==> config.mk <==
export PLATFORM = sky130hd
export DESIGN_NAME = mem_arbiter
export DESIGN_NICKNAME = d
export VERILOG_FILES = /design/src/rtl/mem_arbiter.sv
export SDC_FILE = /design/constraint.sdc
export NUM_CORES = 1
export LEC_CHECK = 0
export BUFFER_PORTS_ARGS = -buffer_cell sky130_fd_sc_hd__buf_4
export CAP_MARGIN = 10
export CORE_ASPECT_RATIO = 2
export CORE_MARGIN = 2
export CORE_UTILIZATION = 30
export DETAILED_ROUTE_END_ITERATION = 8
export GPL_TIMING_DRIVEN = 0
export SYNTH_ARGS = -nofsm -noshare
export SYNTH_HDL_FRONTEND = slang
export SYNTH_SLANG_ARGS = --single-unit
==> constraint.sdc <==
create_clock -name clk -period 2.42 [get_ports clk]
set_input_delay 0.726 -clock clk [delete_from_list [all_inputs] [get_ports clk]]
set_output_delay 0.726 -clock clk [all_outputs]
set_load 0.1 [all_outputs]
==> src/rtl/mem_arbiter.sv <==
// mem_arbiter: shares one main memory between the I-cache fill path and the
// D-cache fill/write-back path. One line transaction is in flight at a time:
// a grant latches the winner's command, the command is held on the memory
// port until m_rdy (or timeout), then the owner gets a one-cycle ack.
//
// Ports
//   clk, rst_n            clock (rising edge) / asynchronous active-low reset
//   i_req, i_addr         instruction line read request (held until i_ack)
//   i_ack, i_rdata        one-cycle completion pulse / returned I line
//   d_req, d_we, d_addr,  data request (held until d_ack); d_we=1 write-back
//   d_wdata
//   d_ack, d_rdata        one-cycle completion pulse / returned D line
//   m_re, m_we            memory read / write strobes, held through MEM
//   m_addr, m_wdata       latched memory command
//   m_rdata, m_rdy        memory read line / transaction complete
//   busy                  not IDLE
//   timeout_err           sticky: memory failed to answer within MAX_WAIT
module mem_arbiter #(
    parameter int ADDR_W   = 14,
    parameter int DATA_W   = 64,
    parameter int MAX_WAIT = 255
) (
    input  logic              clk,
    input  logic              rst_n,
    input  logic              i_req,
    input  logic [ADDR_W-1:0] i_addr,
    output logic              i_ack,
    output logic [DATA_W-1:0] i_rdata,
    input  logic              d_req,
    input  logic              d_we,
    input  logic [ADDR_W-1:0] d_addr,
    input  logic [DATA_W-1:0] d_wdata,
    output logic              d_ack,
    output logic [DATA_W-1:0] d_rdata,
    output logic              m_re,
    output logic              m_we,
    output logic [ADDR_W-1:0] m_addr,
    output logic [DATA_W-1:0] m_wdata,
    input  logic [DATA_W-1:0] m_rdata,
    input  logic              m_rdy,
    output logic              busy,
    output logic              timeout_err
);

    typedef enum logic [1:0] {IDLE, MEM, RESP} state_t;

    // Last MEM cycle allowed: the counter runs 0..MAX_WAIT-1, so the strobe
    // is up for at most MAX_WAIT cycles.
    localparam logic [7:0] CNT_LAST = 8'(MAX_WAIT - 1);

    state_t            state_q, state_d;
    logic              own_d_q;     // 1 = D owns the transaction
    logic              we_q;
    logic [ADDR_W-1:0] addr_q;
    logic [DATA_W-1:0] wdata_q;
    logic              last_d_q;    // last grant went to D
    logic [7:0]        cnt_q;
    logic [DATA_W-1:0] i_rdata_q, d_rdata_q;
    logic              to_q;

    logic grant, grant_d;

    // Next state and arbitration. Under contention D wins unless it won last.
    always_comb begin
        state_d = state_q;
        grant   = 1'b0;
        grant_d = 1'b0;
        case (state_q)
            IDLE: begin
                if (i_req || d_req) begin
                    grant   = 1'b1;
                    grant_d = d_req && (!i_req || !last_d_q);
                    state_d = MEM;
                end
            end
            MEM: begin
                if (m_rdy || cnt_q == CNT_LAST) state_d = RESP;
            end
            RESP:    state_d = IDLE;
            default: state_d = IDLE;
        endcase
    end

    always_ff @(posedge clk or negedge rst_n) begin
        if (!rst_n) begin
            state_q   <= IDLE;
            own_d_q   <= 1'b0;
            we_q      <= 1'b0;
            addr_q    <= '0;
            wdata_q   <= '0;
            last_d_q  <= 1'b0;
            cnt_q     <= '0;
            i_rdata_q <= '0;
            d_rdata_q <= '0;
            to_q      <= 1'b0;
        end else begin
            state_q <= state_d;
            if (grant) begin
                own_d_q  <= grant_d;
                addr_q   <= grant_d ? d_addr : i_addr;
                we_q     <= grant_d && d_we;
                wdata_q  <= d_wdata;
                last_d_q <= grant_d;
                cnt_q    <= '0;
            end
            if (state_q == MEM) begin
                if (m_rdy) begin
                    if (!we_q) begin
                        if (own_d_q) d_rdata_q <= m_rdata;
                        else         i_rdata_q <= m_rdata;
                    end
                end else if (cnt_q == CNT_LAST) begin
                    to_q <= 1'b1;
                    // Poison the read line so a consumer sees obvious junk.
                    if (!we_q) begin
                        if (own_d_q) d_rdata_q <= '1;
                        else         i_rdata_q <= '1;
                    end
                end else begin
                    cnt_q <= cnt_q + 8'd1;
                end
            end
        end
    end

    // Outputs: decoded from state and latched fields only.
    assign busy        = (state_q != IDLE);
    assign m_re        = (state_q == MEM) && !we_q;
    assign m_we        = (state_q == MEM) && we_q;
    assign m_addr      = addr_q;
    assign m_wdata     = wdata_q;
    assign i_ack       = (state_q == RESP) && !own_d_q;
    assign d_ack       = (state_q == RESP) && own_d_q;
    assign i_rdata     = i_rdata_q;
    assign d_rdata     = d_rdata_q;
    assign timeout_err = to_q;

endmodule

* Word-level counts from Yosys, hierarchy flattened *
Index checks and enable logic that the tools add are counted.

operators by class
  add/sub/neg operators = 1
  equality and inequality tests = 5
  multiplexer cells = 24
  bitwise gates (word level) = 3
  reductions and logical operators = 19

operators by type and width
  cell                   count
  $mux W64               12
  $mux W8                4
  $mux W14               1
  $add A8 B1 Y8 const B  1
  $eq A8 B8 Y1 const B   1
  $reduce_and A4 Y1      2
  $logic_and A1 B1 Y1    6
  $mux W1                4
  $mux W2                2
  $ne A2 B2 Y1 const B   2
  $pmux W2 S2            1
  $reduce_bool A2 Y1     2
  $logic_not A1 Y1       3
  $logic_or A1 B1 Y1     3
  $not A1 Y1             3
  $reduce_and A3 Y1      1
  $eq A2 B1 Y1 const B   1
  $eq A2 B2 Y1 const B   1
  $logic_not A2 Y1       1
  $reduce_and A2 Y1      1

word-level totals
  bits in registers = 219
  input bits = 162
  output and inout port bits = 212
  word-level logic and storage cells = 61

* Longest topological paths before layout *
Gate-level depths: netlist of the first run.

  word-level depth = 7
  mapped depth = 8
  depth with buffers taken out = 6

* Least setup slack after synthesis of the first run *
No wires, ideal clock.

  kind = register to output
  from = register last_d_q (netlist name)
  to = output port i_ack
  arrival = 2.706 ns
  data required time = 1.694 ns
  slack = -1.012 ns
  cell stages (with the launch flop) = 3
  path buffers = 1
  cell sequence = dfrtp_1 -> clkbuf_1 -> nor3b_1

RTL lines
  item              line  source
  end: declaration  27    output logic i_ack,

* Final worst setup path of the first run *
  from = register state_q[1]
  to = output port m_re

on the way
  cells in the longest elaborated chain, start to end = 2

ends and longest elaborated chain
  item                      line  source
  start: declaration        51    state_t state_q, state_d;
  start signal: assignment  97    state_q <= state_d;
  $eq A2 B1 Y1              128   assign m_re = (state_q == MEM) && !we_q;
  $logic_and A1 B1 Y1       128
  end: declaration          35    output logic m_re,

No other way between the ends.

==> results.md, run 1 <==
Logic synthesis:
- The flip-flop and latch count after synthesis is 219.
- After synthesis, flip-flops and latches occupy 67.44% of the total area.
- Yosys printed 0 warnings.
- The dominant combinational cell family by area after synthesis is compound AO/OA/AOI/OAI gates.
- The unique cell type count in the Yosys netlist is 37.
- The fraction of the mapped netlist area in adder cells is 0.3079%.
- The total nets after synthesis is 857.
- After synthesis, the share of cell area in mux cells is 0.1232%.
- The area share of and/or/nand/nor cells after synthesis is 11.96%.
- Of the total synthesized cell area, the portion taken by XOR and XNOR cells is 0%.
- The compound-cell area share of the yosys netlist is 17.52%.
- The synthesized netlist occupies a cell area of 8127 sq um.
- Yosys mapped a number of flops with a built-in enable equal to 0.
- Synthesis handed over a netlist of 693 instances.
- The dominant synthesized flop cell is sky130_fd_sc_hd__dfrtp_1.
- The share of synthesized flip-flops with an asynchronous set or reset is 100.0%.
- The per-instance average area after synthesis is 11.73 sq um.

Cells and area:
- The cell area after layout is 12130 sq um.
- The number of diodes added for antenna fixing is 0.
- The layout overhead on the synthesized area is 49.27%.
- Of the cells placed in the final design, the portion with a size suffix greater than 1 is 39.36%.
- The net count of the finished layout is 1252.
- The final instance count without filler cells is 1448.

Timing:
- Derived from the worst setup path, the maximum achievable clock frequency is 0.4303 GHz.
- The max-slew violation count is 0.
- The hold violation count in the final report is 0.
- The portion of the clock cycle consumed by the worst path in the final layout is 96.04%.
- The worst clock skew is 12.30 ps.
- Setup violations remaining at the end of the flow were counted as 0.
- The minimum hold slack is 256.0 ps.
- The worst pin sits at a relative slew slack of 44.01%.
- Setup repair after global routing left no endpoint under its margin.
- The final critical path time including I/O delays and setup is 2324 ps.
- At the pin with the least slew margin, the transition time is 839.8 ps.

Clock network:
- The root buffer cell chosen for the clock tree is sky130_fd_sc_hd__clkbuf_16.
- The buffer depth of the longest clock path is 3.
- The count of H-tree levels built during CTS is 1.
- The total number of clock tree sinks is 219.
- The CTS tree is yes.
- The clock buffer count from CTS is 20.
- Post-CTS timing repair inserted 0 buffers for setup.
- The clock latency reported for the late side of the worst-skew pair is 510 ps.
- Clock-pin slew was measured on the worst setup and hold paths at 70 ps.

Worst hold path:
- The tightest min-delay check is of the in2async type.

Floorplanning:
- The effective utilization at floorplan is 30.32%.
- The core region is 26800 sq um.
- The floorplan die height is 236.8 microns.
- The floorplan has 85 rows.
- Pin placement for this block handled 374 I/O pins.
- The x dimension of the die is 120.4 microns.
- The floorplan step defined a die boundary enclosing 28500 sq um.

Global routing:
- The first global-routing pass estimated 40740 microns of wire.
- The number of global-route vias before repair is 7281.
- The total overflow left after global routing is 0.
- The number of antenna violations at the first check in global routing is 0.
- The global-route usage over all layers is 18.34%.
- The maximum number of pins on one net before global-route repair is 113.

Setup path:
- STA classifies the critical path endpoint as an output port.
- The worst path required time is 1690 ps.
- The worst setup path is launched from a flip-flop.
- The register-to-register setup slack is 210 ps.
- The category of the most critical setup path is reg2out.
- Data arrives at the worst endpoint at 1600 ps.
- The critical-path maximum fanout is 8.

Drt:
- The vias after detailed routing is 6803.
- The total wirelength of the detailed-routed design is 26700 microns.
- The number of design rule violations left after detail routing is 0.
- The detailed router's first-iteration violation count is 254.
- The number of optimization iterations in the first detailed-route pass is 4.
- After detailed routing, the number of vias per cell comes to 4.698.
- The number of nets with antenna violations after detailed routing is 0.
- After detailed routing, the average wire length per cell comes to 18.44 microns.

Place:
- The number of placed instances, taps included is 1415.
- The wire-length estimate of the detail-placed layout is 20320 microns.
- In this run the tool buffered the top-level ports with 373 buffer cells.
- Once placement finished, the instance area stood at 11410 sq um.
- The routability congestion estimate from global placement is 0.8136.

Job:
- Max-cap violations in this run came to 0.

Run status:
- The flow ran to the end, and the final reports show no timing, DRC or antenna violations.
[cell usage in the layout (no fill, tap or decap), types with 2 or more instances in the layout]
| cell | netlist | layout |
|---|---|---|
| sky130_fd_sc_hd__buf_4 | 0 | 370 |
| sky130_fd_sc_hd__o22a_1 | 128 | 128 |
| sky130_fd_sc_hd__clkinv_2 | 0 | 6 |
| sky130_fd_sc_hd__clkbuf_16 | 0 | 21 |
| sky130_fd_sc_hd__a21oi_1 | 4 | 4 |
| sky130_fd_sc_hd__a21o_1 | 2 | 2 |
| sky130_fd_sc_hd__o31ai_1 | 2 | 2 |
| sky130_fd_sc_hd__bufinv_16 | 0 | 3 |
| sky130_fd_sc_hd__nor2_2 | 0 | 3 |
| sky130_fd_sc_hd__nor2_1 | 6 | 3 |
| sky130_fd_sc_hd__o21ai_0 | 19 | 19 |
| sky130_fd_sc_hd__buf_2 | 15 | 15 |
| sky130_fd_sc_hd__clkbuf_8 | 0 | 2 |
| sky130_fd_sc_hd__dfrtp_1 | 219 | 218 |
| sky130_fd_sc_hd__nand3_1 | 6 | 6 |
| sky130_fd_sc_hd__buf_12 | 0 | 2 |
| sky130_fd_sc_hd__nor3_1 | 3 | 3 |
| sky130_fd_sc_hd__inv_1 | 4 | 4 |
| sky130_fd_sc_hd__clkbuf_1 | 29 | 30 |
| sky130_fd_sc_hd__nand2_1 | 212 | 212 |
| sky130_fd_sc_hd__ha_1 | 2 | 2 |
| sky130_fd_sc_hd__o22ai_1 | 13 | 13 |
| sky130_fd_sc_hd__o211ai_1 | 3 | 3 |
| sky130_fd_sc_hd__and3_1 | 2 | 2 |
| sky130_fd_sc_hd__buf_1 | 3 | 3 |
[cell families (layout without fill, tap and decap cells)]
kind of cell | Yosys count | after routing
flip-flops | 219 | 219
AO/OA/AOI/OAI | 178 | 178
buffers and inverters | 52 | 459
AND/OR/NAND/NOR | 241 | 241
adder cells (fa/ha/maj) | 2 | 2
multiplexers | 1 | 1
[critical path, stage by stage (launching register included)]
cell and delay [ps]:
sky130_fd_sc_hd__dfrtp_1 360, sky130_fd_sc_hd__clkbuf_2 190, sky130_fd_sc_hd__nor3b_4 310, sky130_fd_sc_hd__buf_12 220
[metrics by stage]
| step | TNS [ps] | setup slack [ps] | util (%) |
|---|---|---|---|
| CTS | 0 | 12.27 | 45.18 |
| detailed placement | -9143 | -396.3 | 42.58 |
| global route | 0 | 2.571 | 45.26 |
| floorplan | -20.83 | -20.83 | - |
| finish | 0 | 95.91 | 45.26 |
| global placement | -229940 | -1052 | 42.45 |
[layer usage]
| metal | track usage (%) | routed length, microns | vias up |
|---|---|---|---|
| li1 | - | - | 3215 |
| met1 | 18.67 | 9062 | 3271 |
| met2 | 35.11 | 14870 | 267 |
| met3 | 4.046 | 1743 | 50 |
| met4 | 7.576 | 1021 | 0 |
| met5 | 0 | 0 | - |
[path summary, 6_finish.rpt]
check / start / end / cells after the start
hold / removal: rst_n / d_rdata[16]$_DFFE_PN0P_ / 1
hold reg to reg: m_wdata[14]$_DFFE_PN0P_ / m_wdata[14]$_DFFE_PN0P_ / 2
max in group asynchronous: rst_n / d_rdata[37]$_DFFE_PN0P_ / 2
min in group clk: d_wdata[48] / m_wdata[48]$_DFFE_PN0P_ / 3
setup / recovery: state_q[1]$_DFFE_PN0P_ / m_re / 3
setup reg to reg: state_q[1]$_DFFE_PN0P_ / d_rdata[11]$_DFFE_PN0P_ / 5
[what timing repair did]
action / 4_1_cts / 5_1_grt
pin swaps: 0 / 1
hold buffers: 0 / 0
resized for setup: 5 / 6
setup endpoints to repair: 72 / 3
[synth_stat cells (3+ instances only)]
library cell,count,area [sq um]
sky130_fd_sc_hd__buf_2,15,75.07
sky130_fd_sc_hd__o22a_1,128,1121
sky130_fd_sc_hd__a21oi_1,4,20.02
sky130_fd_sc_hd__o21ai_0,19,95.09
sky130_fd_sc_hd__clkbuf_1,29,108.9
sky130_fd_sc_hd__nor2_1,6,22.52
sky130_fd_sc_hd__inv_1,4,15.01
sky130_fd_sc_hd__nand2_1,212,795.8
sky130_fd_sc_hd__o22ai_1,13,81.33
sky130_fd_sc_hd__nor3_1,3,15.01
sky130_fd_sc_hd__buf_1,3,11.26
sky130_fd_sc_hd__nand3_1,6,30.03
sky130_fd_sc_hd__o211ai_1,3,22.52
sky130_fd_sc_hd__dfrtp_1,219,5480
[state kept, by name, indices dropped and copies added, names as in the netlist]
signal,cells
d_rdata,64
i_rdata,64
m_wdata,64
m_addr,14
cnt_q,8
state_q,2
last_d_q,1
timeout_err,1
we_q,1
[cell type report]
type / count / area, sq um
Clock buffer: 25 / 560.5
Timing Repair Buffer: 374 / 2860
Buffer: 47 / 196.4
Sequential cell: 219 / 5482
Inverter: 4 / 15.01
Multi-Input combinational cell: 422 / 2461
Fill cell: 2642 / 14670
Tap cell: 348 / 435.4
Clock inverter: 9 / 120.1
Power of run 1 is left out: the tool's default activity adds up to more than one toggle a clock period on the data nets, which glitch-free logic cannot reach.
==> inputs of run 2 (changes only) <==
--- a/config.mk
+++ b/config.mk
@@ -12,6 +12,7 @@
 export CORE_UTILIZATION = 30
 export DETAILED_ROUTE_END_ITERATION = 8
 export GPL_TIMING_DRIVEN = 0
+export SETUP_SLACK_MARGIN = 0.1
 export SYNTH_ARGS = -nofsm -noshare
 export SYNTH_HDL_FRONTEND = slang
 export SYNTH_SLANG_ARGS = --single-unit
==> run 2 against run 1 <==
Fmax up 1.7%. First-iteration DRC count is 28% higher. Via count up 1.4%. Largest cell class unchanged. Register-to-register slack gained 110 ps. Die area is the same. Clock skew decreased by 2.1 ps. Cell count is 0.35% higher. Flip-flop and latch count unchanged. Worst hold slack got worse by 40 ps. Core utilization increased by 0.051 points. Final area grew 0.11%.
==> results.md, run 2 (synthesized netlist as in run 1, its figures left out) <==
Clock network:
- The root buffer cell is sky130_fd_sc_hd__clkbuf_16.
- The CTS tree is yes.
- Clock tree synthesis found a total of 219 sinks.
- The buffer depth of the longest clock path is 3.
- The clock latency reported for the late side of the worst-skew pair is 500 ps.
- The count of H-tree levels built during CTS is 1.
- Buffers inserted during clock tree synthesis total 20.
- After clock tree synthesis, the clock-pin slew on the worst setup and hold paths is 70 ps.
- After clock tree synthesis, the flow added hold-fix buffers numbering 0.

Global routing:
- For this run, the total global-route usage over all layers was measured as 18.92%.
- The number of antenna violations at the first check in global routing is 0.
- The first global-routing pass estimated 41910 microns of wire.
- The number of global-route vias before repair is 7355.
- Entering global routing, the biggest net connects 122 pins.
- The total congestion overflow after global routing is 0.

Timing:
- The normalized max-slew margin is 45.65%.
- The smallest clock period supported by the final layout is computed as 2286 ps.
- Setup violations remaining at the end of the flow were counted as 0.
- For the pin with the worst max-slew slack, the measured transition is 815.2 ps.
- The worst clock skew is 10.18 ps.
- The total negative slack for setup checks is 0 ps.
- Based on the critical path, the design can be clocked at up to 0.4374 GHz.
- In the finished design, the share of the clock period the worst path needs comes to 94.46%.
- The max-slew violation count is 0.
- The hold violation count in the final report is 0.
- Setup repair after global routing could not meet its margin everywhere.

Job:
- The reported max-cap violation count is 0.

Cells and area:
- The number of antenna diodes in the final layout is 0.
- The cell area after layout is 12140 sq um.
- The area of the multi-input gates is 2464 sq um.
- The layout overhead on the synthesized area is 49.44%.
- Across the whole layout, storage elements account for 5482 sq um.
- After the last flow step, the layout net total stands at 1255.
- The ratio of cells with drive above 1 in the final layout is 39.91%.
- After filler insertion, the fill cell instance count of the layout stands at 2634.
- The core utilization of the finished layout is 45.31%.
- The top cell types in the final layout, fill and taps aside, are sky130_fd_sc_hd__buf_4, sky130_fd_sc_hd__dfrtp_1, sky130_fd_sc_hd__nand2_1.
- Leaving out fill and tap cells, the most frequent cell in the layout is sky130_fd_sc_hd__buf_4.

Setup path:
- The category of the most critical setup path is reg2out.
- At the worst endpoint, the required time is 1690 ps.
- The critical path capture point type is an output port.
- The worst setup path is launched from a flip-flop.
- Data arrives at the worst endpoint at 1560 ps.
- The critical-path maximum fanout is 7.

Floorplanning:
- The number of primary I/O pins is 374.
- The die is 236.8 microns tall.
- The area of the core is 26800 sq um.
- The floorplan step defined a die boundary enclosing 28500 sq um.
- The total number of placement rows is 85.
- The die is 120.4 microns wide.
- The initial utilization of the core area, before any placement, comes to 30.32%.

Drt:
- The detailed-route wire length per cell is 18.77 microns.
- The detailed router's first-iteration violation count is 325.
- The number of optimization iterations in the first detailed-route pass is 4.
- The detail route stage leaves a number of antenna-violating nets equal to 0.
- The detailed router placed 6898 vias in this run.
- After detailed routing, the total wire length is 27280 microns.
- For this run, design rule violations remaining after detail routing come to 0.
- In the routed layout, each cell is associated on average with a via count of 4.747.

Place:
- Routability-driven placement finished with a final weighted congestion of 0.7928.
- The placement-stage cell area is 11410 sq um.
- In this run the tool buffered the top-level ports with 373 buffer cells.
- Detailed placement finished with a half-perimeter wire length of 20320 microns.

Run status:
- The run finished with clean final reports.

Worst hold path:
- The kind of path behind the tightest hold check is in2async.
## run 2: worst paths after layout
check / startpoint / end / slack [ps] / cells past startpoint
max: state_q[1]$_DFFE_PN0P_ / m_we / 130 / 4
min: rst_n / m_wdata[27]$_DFFE_PN0P_ / 220 / 1
max reg2reg: cnt_q[0]$_DFF_PN0_ / i_rdata[48]$_DFFE_PN0P_ / 320 / 8
min reg2reg: m_wdata[10]$_DFFE_PN0P_ / m_wdata[10]$_DFFE_PN0P_ / 470 / 2
max in group asynchronous: rst_n / d_rdata[52]$_DFFE_PN0P_ / 1130 / 2
min in group clk: d_wdata[54] / m_wdata[54]$_DFFE_PN0P_ / 410 / 3
## run 2: stage by stage
step	cells	worst slack [ps]	hold WS (ps)
global placement	1414	-1030	459.5
floorplan	693	-20.83	430.4
finish	1453	134.0	216.3
CTS	1451	73.13	263.5
global route	1453	38.50	274.6
detailed placement	1415	-313.1	463.5
## run 2: what timing repair did
action	4_1_cts	5_1_grt
pin swaps	1	1
setup buffers	0	2
endpoints found under the setup margin	87	143
gates resized for setup	11	11
## run 2: final cells by class
type | count | share of cell area, %
multi-input combinational | 422 | 20.29
clock buffer | 28 | 4.873
inverter | 4 | 0.1236
buffer | 48 | 1.782
clock inverter | 8 | 0.5358
timing repair buffer | 376 | 23.68
tap | 348 | 3.585
sequential | 219 | 45.14
## run 2: critical path: stages, from the launching register on
cell and delay [ps]:
sky130_fd_sc_hd__dfrtp_1 380, sky130_fd_sc_hd__buf_8 140, sky130_fd_sc_hd__nand2b_1 180, sky130_fd_sc_hd__nor2_2 160, sky130_fd_sc_hd__buf_12 190
## run 2: per-layer routing
| layer | global-route usage (%) | wire [microns] | vias to the layer above |
|---|---|---|---|
| met5 | 0 | 0 | - |
| met4 | 7.082 | 920 | 0 |
| met3 | 3.035 | 1489 | 48 |
| met2 | 36.47 | 15350 | 262 |
| met1 | 20.13 | 9524 | 3363 |
| li1 | - | - | 3225 |
Power of run 2 is left out for the same reason.
==> inputs of run 3 (changes only) <==
--- a/config.mk
+++ b/config.mk
@@ -7,7 +7,7 @@
 export LEC_CHECK = 0
 export BUFFER_PORTS_ARGS = -buffer_cell sky130_fd_sc_hd__buf_4
 export CAP_MARGIN = 10
-export CORE_ASPECT_RATIO = 2
+export CORE_ASPECT_RATIO = 0.7
 export CORE_MARGIN = 2
 export CORE_UTILIZATION = 30
 export DETAILED_ROUTE_END_ITERATION = 8
==> run 3 against run 2 <==
Non-clock buffer count shrank 2. Wire length decreased by 6.5%. First-iteration DRC count is 8.3% lower. Flip-flop and latch count stayed put. Core utilization rose by 0.64 points. Fmax grew 1.5%.
==> results.md, run 3 (synthesized netlist as in run 1, its figures left out) <==
Run status:
- The run finished with clean final reports.

Setup path:
- The cell with the largest stage delay on the worst path is sky130_fd_sc_hd__dfrtp_1.
- The register-to-register setup slack is 210 ps.
- For this run, the slowest stage of the critical path takes 380 ps.
- The category of the most critical setup path is reg2out.
- Of all nets on the critical path, the largest fanout is 8.
- The data arrival time of the worst path is 1530 ps.
- STA puts the critical path data required time at 1690 ps.
- STA classifies the critical path startpoint as a flip-flop.
- The signal on the critical path passes through buf_6, nor3b_4, buf_12.
- The worst setup path is captured at an output port.

Clock network:
- The buffer depth of the longest clock path is 3.
- The count of H-tree levels built during CTS is 1.
- The root buffer cell is sky130_fd_sc_hd__clkbuf_16.
- The CTS tree is yes.
- The clock-pin slew on the worst setup and hold paths is 60 ps.
- The number of hold buffers added after CTS was 0.
- The number of clock buffers added by TritonCTS is 23.
- The total number of clock tree sinks is 219.
- The clock latency reported for the late side of the worst-skew pair is 510 ps.

Timing:
- The smallest clock period supported by the final layout is computed as 2253 ps.
- Setup repair after global routing could not meet its margin everywhere.
- In this run the tightest slew margin relative to its limit is 45.16%.
- The max-slew violation count was 0.
- Static timing analysis puts the maximum clock frequency at 0.4439 GHz.
- For the pin with the worst max-slew slack, the measured transition is 822.5 ps.
- The hold violation count in the final report was 0.
- On the final layout, the worst clock skew is 20.26 ps.
- Setup violations remaining at the end of the flow were counted as 0.
- Summed over all failing endpoints, the final setup total negative slack is 0 ps.
- The portion of the clock cycle consumed by the worst path in the final layout is 93.10%.

Place:
- The detailed placement HPWL is 18580 microns.
- The number of placed instances, taps included is 1431.
- The congestion estimate from routability-driven global placement came to 0.8037.
- The count of input and output buffers is 373.
- Once placement finished, the instance area stood at 11430 sq um.

Job:
- Max-cap violations in this run came to 0.

Cells and area:
- The core utilization of the finished layout is 45.95%.
- The number of diodes added for antenna fixing is 0.
- In the final layout, the share of cells above drive strength 1 is 39.46%.
- In the layout the commonest cells are sky130_fd_sc_hd__buf_4, sky130_fd_sc_hd__dfrtp_1, sky130_fd_sc_hd__nand2_1.
- The final net count is 1256.
- The final instance count without filler cells is 1469.
- Relative to the synthesized area, the layout overhead comes to 50.69%.
- The cell area after layout is 12250 sq um.
- Leaving out fill and tap cells, the most frequent cell in the layout is sky130_fd_sc_hd__buf_4.

Floorplanning:
- The die covers 28440 sq um.
- In this run the horizontal extent of the chip is 200.7 microns.
- In this run the vertical extent of the chip is 141.7 microns.
- The number of primary I/O pins is 374.
- In this run the standard cell core region covers 26650 sq um.
- The total number of placement rows is 50.
- For this configuration, the core starts out at a cell density of 30.49%.

Drt:
- Using the TritonRoute via totals, the vias-per-cell ratio works out to 4.680.
- The number of design rule violations left after detail routing is 0.
- The detailed-route wire length per cell is 17.37 microns.
- The routed design has 25510 microns of wire.
- The detailed router's first-iteration violation count is 298.
- The count of nets left with antenna violations once routing finished came out at 0.
- The vias after detailed routing is 6875.
- The number of optimization iterations in the first detailed-route pass is 4.

Global routing:
- The number of global-route vias before repair is 6870.
- The maximum number of pins on one net before global-route repair is 116.
- For this run, the total global-route usage over all layers was measured as 17.50%.
- The total congestion overflow after global routing is 0.
- The number of antenna violations at the first check in global routing is 0.
- The wire length of the first global-routing pass is 39610 microns.

Worst hold path:
- The kind of path behind the tightest hold check is in2async.
-- run 3: cell count changes in the layout (fill, tap and decap cells not counted), sizes merged --
cell    change
buf         -2
bufinv      +2
clkbuf      +4
clkinv      -5
inv         +1
-- run 3: layout make-up --
type                            instances  area, sq um
Clock buffer                           32        639.4
Inverter                                4        15.01
Clock inverter                          6        108.9
Buffer                                 48        210.2
Fill cell                            2521        14410
Tap cell                              364        455.4
Timing Repair Buffer                  374         2864
Multi-Input combinational cell        422         2471
Sequential cell                       219         5482
-- run 3: routing by layer --
metal	wire length [microns]	track usage [%]	vias to the layer above
met2	11360	26.88	246
met1	11590	24.29	3355
met4	581	4.366	0
met5	0	0	-
met3	1982	5.260	38
li1	-	-	3236
-- run 3: path summary, 6_finish.rpt --
check,start,end,depth (start not counted)
setup / recovery,state_q[1]$_DFFE_PN0P_,m_re,3
hold / removal,rst_n,i_rdata[11]$_DFFE_PN0P_,1
setup reg to reg,cnt_q[0]$_DFF_PN0_,i_rdata[37]$_DFFE_PN0P_,8
hold reg to reg,timeout_err$_DFFE_PN0P_,timeout_err$_DFFE_PN0P_,1
max in group asynchronous,rst_n,d_rdata[18]$_DFFE_PN0P_,2
min in group clk,d_wdata[55],m_wdata[55]$_DFFE_PN0P_,3
-- run 3: repair_timing --
action                     4_1_cts  5_1_grt
pin swaps                        0        1
gates cloned                     0        0
resized for setup                9       12
buffers inserted                 0        0
setup endpoints to repair       73       85
-- run 3: per-stage QoR --
step	setup WS, ps	hold WS [ps]
global placement	-1083	457.9
CTS	29.65	286.7
finish	167.1	259.4
detailed placement	-333.1	460.7
global route	46.40	305.8
floorplan	-20.83	430.4
-- run 3: critical path, delay by kind of cell, from the launching register on --
kind | cells | cell delay, ps
simple gates | 1 | 270
buf+inv | 2 | 350
flops | 1 | 380
Power of run 3 is left out for the same reason.
